File: config.mk
export PLATFORM = sky130hd
export DESIGN_NAME = debounce_multi
export DESIGN_NICKNAME = d
export VERILOG_FILES = /design/src/rtl/debounce_multi.sv
export SDC_FILE = /design/constraint.sdc
export NUM_CORES = 1
export LEC_CHECK = 0
export CAP_MARGIN = 20
export CORE_MARGIN = 4
export CORE_UTILIZATION = 54
export DETAILED_ROUTE_END_ITERATION = 16
export HOLD_SLACK_MARGIN = 0.12
export PLACE_DENSITY = 0.77
export SLEW_MARGIN = 15
export SYNTH_ARGS = -nofsm -noshare
export SYNTH_HDL_FRONTEND = slang
export SYNTH_SLANG_ARGS = --single-unit
File: constraint.sdc
create_clock -name clk -period 2.2 [get_ports clk]
set_clock_uncertainty 0.2 [all_clocks]
set_input_delay 0.44 -clock clk [delete_from_list [all_inputs] [get_ports clk]]
set_output_delay 0.44 -clock clk [all_outputs]
set_load 0.05 [all_outputs]
File: src/rtl/debounce_multi.sv
// debounce_multi: N-channel push-button debouncer with 2-flop sync, shared sample-tick divider
// and per-channel stable-sample counters. Define DEBOUNCE_LONG_PRESS_EN to enable pb_long.
module debounce_multi #(
   parameter int N_CH       = 4,
   parameter int TICK_DIV   = 250000,
   parameter int STABLE_CNT = 4,
   parameter int LONG_TICKS = 200
) (
   input  logic            clk,
   input  logic            rst,
   input  logic [N_CH-1:0] pb_raw,
   output logic [N_CH-1:0] pb_level,
   output logic [N_CH-1:0] pb_press,
   output logic [N_CH-1:0] pb_release,
   output logic            sample_tick,
   output logic [N_CH-1:0] pb_long
);

   localparam int DW = (TICK_DIV > 1) ? $clog2(TICK_DIV) : 1;
   localparam int SW = (STABLE_CNT > 1) ? $clog2(STABLE_CNT) : 1;
   localparam logic [DW-1:0] DIV_MAX  = DW'(TICK_DIV - 1);
   localparam logic [SW-1:0] STAB_MAX = SW'(STABLE_CNT - 1);

   if (N_CH < 1 || TICK_DIV < 1 || STABLE_CNT < 1 || LONG_TICKS < 1) begin : g_param_check
      $error("debounce_multi: all parameters must be >= 1");
   end

   logic [N_CH-1:0] s1;
   logic [N_CH-1:0] s2;
   logic [DW-1:0]   cnt_div;
   logic [SW-1:0]   stab_cnt [N_CH];

   always_ff @(posedge clk) begin
      if (rst) begin
         s1 <= '0;
         s2 <= '0;
      end else begin
         s1 <= pb_raw;
         s2 <= s1;
      end
   end

   always_ff @(posedge clk) begin
      if (rst) begin
         cnt_div     <= '0;
         sample_tick <= 1'b0;
      end else begin
         sample_tick <= (cnt_div == DIV_MAX);
         if (cnt_div == DIV_MAX) cnt_div <= '0;
         else                    cnt_div <= cnt_div + DW'(1);
      end
   end

   // Any tick that sees s2 back at the current level throws away the partial count.
   always_ff @(posedge clk) begin
      if (rst) begin
         pb_level   <= '0;
         pb_press   <= '0;
         pb_release <= '0;
         for (int i = 0; i < N_CH; i++) stab_cnt[i] <= '0;
      end else begin
         pb_press   <= '0;
         pb_release <= '0;
         if (sample_tick) begin
            for (int i = 0; i < N_CH; i++) begin
               if (s2[i] == pb_level[i]) begin
                  stab_cnt[i] <= '0;
               end else if (stab_cnt[i] == STAB_MAX) begin
                  stab_cnt[i]   <= '0;
                  pb_level[i]   <= s2[i];
                  pb_press[i]   <= s2[i];
                  pb_release[i] <= ~s2[i];
               end else begin
                  stab_cnt[i] <= stab_cnt[i] + SW'(1);
               end
            end
         end
      end
   end

`ifdef DEBOUNCE_LONG_PRESS_EN
   localparam int LW = $clog2(LONG_TICKS + 1);
   localparam logic [LW-1:0] LONG_MAX = LW'(LONG_TICKS);
   localparam logic [LW-1:0] LONG_PRE = LW'(LONG_TICKS - 1);

   logic [LW-1:0] long_cnt [N_CH];

   // long_cnt saturates at LONG_TICKS so each press yields at most one pulse.
   always_ff @(posedge clk) begin
      if (rst) begin
         pb_long <= '0;
         for (int i = 0; i < N_CH; i++) long_cnt[i] <= '0;
      end else begin
         pb_long <= '0;
         for (int i = 0; i < N_CH; i++) begin
            if (!pb_level[i]) begin
               long_cnt[i] <= '0;
            end else if (sample_tick && long_cnt[i] != LONG_MAX) begin
               long_cnt[i] <= long_cnt[i] + LW'(1);
               if (long_cnt[i] == LONG_PRE) pb_long[i] <= 1'b1;
            end
         end
      end
   end
`else
   assign pb_long = '0;
`endif

endmodule

==> metrics.csv <==
metric;value;unit
leakage component of the power;0.752;nW
count of input and output buffers;18;
layout cell share with drive strength beyond 1;0.100;
pwr/cell area;644;mW/mm^2
starting DRC count in detailed routing;50;
number of non-filler instances in the completed layout;256;
Sink Count;47;
number of detailed-route iterations in the first pass;4;
fin crit share;0.975;
core footprint;0.00339;sq mm
critical path class;reg -> out;
commonest non-fill, non-tap cells in the layout;dfxtp_1, nor2_1, nand2_1, xnor2_1;
vias in the first global route;1228;
Reg2Reg Launch Point;cnt_div[0];
post-detail-place hpwl;2.46;mm
wire length of the first global-routing pass;5.53;mm
distinct cell type count of the synthesized netlist;30;
Worst Path Buf+Inv;1;
number of hold-slack violations in the final timing report;0;
RSZ-0062 raised after global routing;false;
number of instances in the placed design;248;
run status;finished, final reports clean;
worst reg2reg path depth;5;
Tightest Pin Transition;516;ps
wire length on met2;1.60;mm
maximum operating frequency;0.466;GHz
Setup Viol. Count Final;0;
vias after detailed routing;1325;
setup slack of the worst register-to-register path;220;ps
cell-by-cell listing of the critical path;clkdlybuf4s50_1;
hold path startpoint;s1[2];
remaining global-route overflow;0;
max_slew headroom;0.655;
clk buf depth;2;
Wirelength per Cell;12.9;um
clock input transition at the sequential cells of the worst setup and hold paths;140;ps
top routing layer in use;met4;
Synthesis Warnings;0;
total chip power;1.40;mW
Net count, final;220;
Max-cap violations;0;
destination of the worst hold path;s2[2];
maximum resistive drop on vdd;0.414;mV
Reg2Reg Capture Point;cnt_div[14];
Inserted Diodes;0;
family of cells with the greatest summed delay on the critical path;buffers and inverters;
width of the chip;67.5;um
wirelength, routed;3.30;mm
Slowest Stage Delay on Critical Path;800;ps
via-per-instance ratio;5.18;
initial antenna violation count;0;
Initial Util;0.565;
arrival time reported for the critical path endpoint;1510;ps
GR Util All Layers;0.163;
count of nets left with antenna violations after detail routing;0;
hold-critical path depth;1;
highest fanout seen on the critical path;1;
CTS root buffer;clkbuf_4;
insertion delay of the later-clocked pin in the worst-skew pair;360;ps
final core area utilization;0.642;
Setup TNS;0;ps
Crit path required time;1560;ps
DRT met1 WL;1.47;mm
buffers inserted by post-CTS timing repair;0;
Syn-to-layout area delta;13.7;%
cell area after technology mapping;0.00191;sq mm
most common library cell in the layout ignoring fill and taps;dfxtp_1;
DR WL met3;179;um
global placer's final weighted congestion;0.802;
hold_buf cts;0;
type of origin of the critical path;register;
top-level I/O count;23;
die boundary height;67.5;um
largest net degree at the start of global routing;18;
DRC viols;0;
total clock buffers created by CTS;5;
final critical path time including I/O delays and setup;2150;ps
Avg Cell Area, Syn;10.3;sq um
Gate Count Post-Synth;186;
hold crit path type;reg -> reg;
Core Rows;21;
Pins Over Slew Limit;0;
total die area;0.00456;sq mm
flip-flop and latch count after synthesis;47;
H-tree level count;2;
slowest library cell on the worst path;clkdlybuf4s50_1;
CTS tree;done;
sequential fraction of the synthesis area;0.533;
endpoint class of the critical path;output pin;
## cells by family (layout without fill, tap and decap cells)
group                      Yosys count  after routing  synth area share
AOI/OAI and AO/OA                    7              7            0.0288
and+or+nand+nor                     93             93             0.268
DFF                                 47             47             0.533
adders and majority gates            5              5            0.0327
other                                1              4           0.00196
xor gates and xnor gates            19             19            0.0869
buffers and inverters               14             35            0.0484
## cell usage after synthesis, drive strengths merged
cell	number	share of area
or4	1	0.0059
or2	1	0.0033
nand2	17	0.033
nand3	11	0.029
dfxtp	39	0.41
o31ai	1	0.011
conb	1	0.0020
or3	1	0.0033
xor2	2	0.0092
ha	5	0.033
xnor2	17	0.078
nand4b	1	0.0046
a21oi	5	0.015
nor2b	9	0.029
clkdlybuf4s15	1	0.0059
edfxtp	8	0.13
nor3	4	0.010
nand4	5	0.024
o21ai	1	0.0026
nor2	21	0.041
clkbuf	3	0.011
inv	5	0.0098
nor4	9	0.029
nor3b	8	0.031
nor4b	5	0.023
buf	5	0.022
## what timing repair did
item,4_1_cts,5_1_grt
hold endpoints to repair,0,0
resized for setup,0,2
endpoints found under the setup margin,0,2
## stage by stage
stage	worst slack (ps)	hold slack [ps]	cell area, sq um
after floorplan	291	214	1930
after global placement	289	219	2110
after detailed placement	139	220	2110
after CTS	33.4	251	2170
after global routing	3.96	263	2180
final	54.7	248	2180
## worst max path at each step
stage	startpoint	endpoint	slack (ps)	depth (start not counted)
after floorplan	cnt_div[10]	cnt_div[9]	290	6
after global placement	rst	stab_cnt[2][1]	290	4
after detailed placement	rst	stab_cnt[1][1]	140	4
after CTS	pb_press[1]	pb_press[1]	30	1
after global routing	pb_press[1]	pb_press[1]	4	1
final	pb_press[1]	pb_press[1]	50	1
## cell type report
cell class                      instances  area, sq um
Clock buffer                            7         55.1
Clock inverter                          1         8.76
Fill cell                             269         1210
Inverter                                5         18.8
Multi-Input combinational cell        128          812
Sequential cell                        47         1020
Tap cell                               46         57.6
Timing Repair Buffer                   22          203
## registers in the layout, indices dropped and copies added, names as in the netlist
name	count
cnt_div	18
stab_cnt	8
pb_level	4
pb_press	4
pb_release	4
s1	4
s2	4
sample_tick	1
## where the power goes
group | total [mW] | switching (mW) | internal (mW)
Combinational | 0.0694 | 0.0411 | 0.0283
Clock | 0.428 | 0.269 | 0.159
Sequential | 0.903 | 0.0124 | 0.891
## routing by layer
| layer | vias to the layer above | GRT usage |
|---|---|---|
| met2 | 31 | 0.270 |
| met5 | - | 0 |
| li1 | 676 | - |
| met1 | 610 | 0.190 |
| met4 | 0 | 0.0709 |
| met3 | 8 | 0.0566 |
Power figures use the tool's default switching activity.
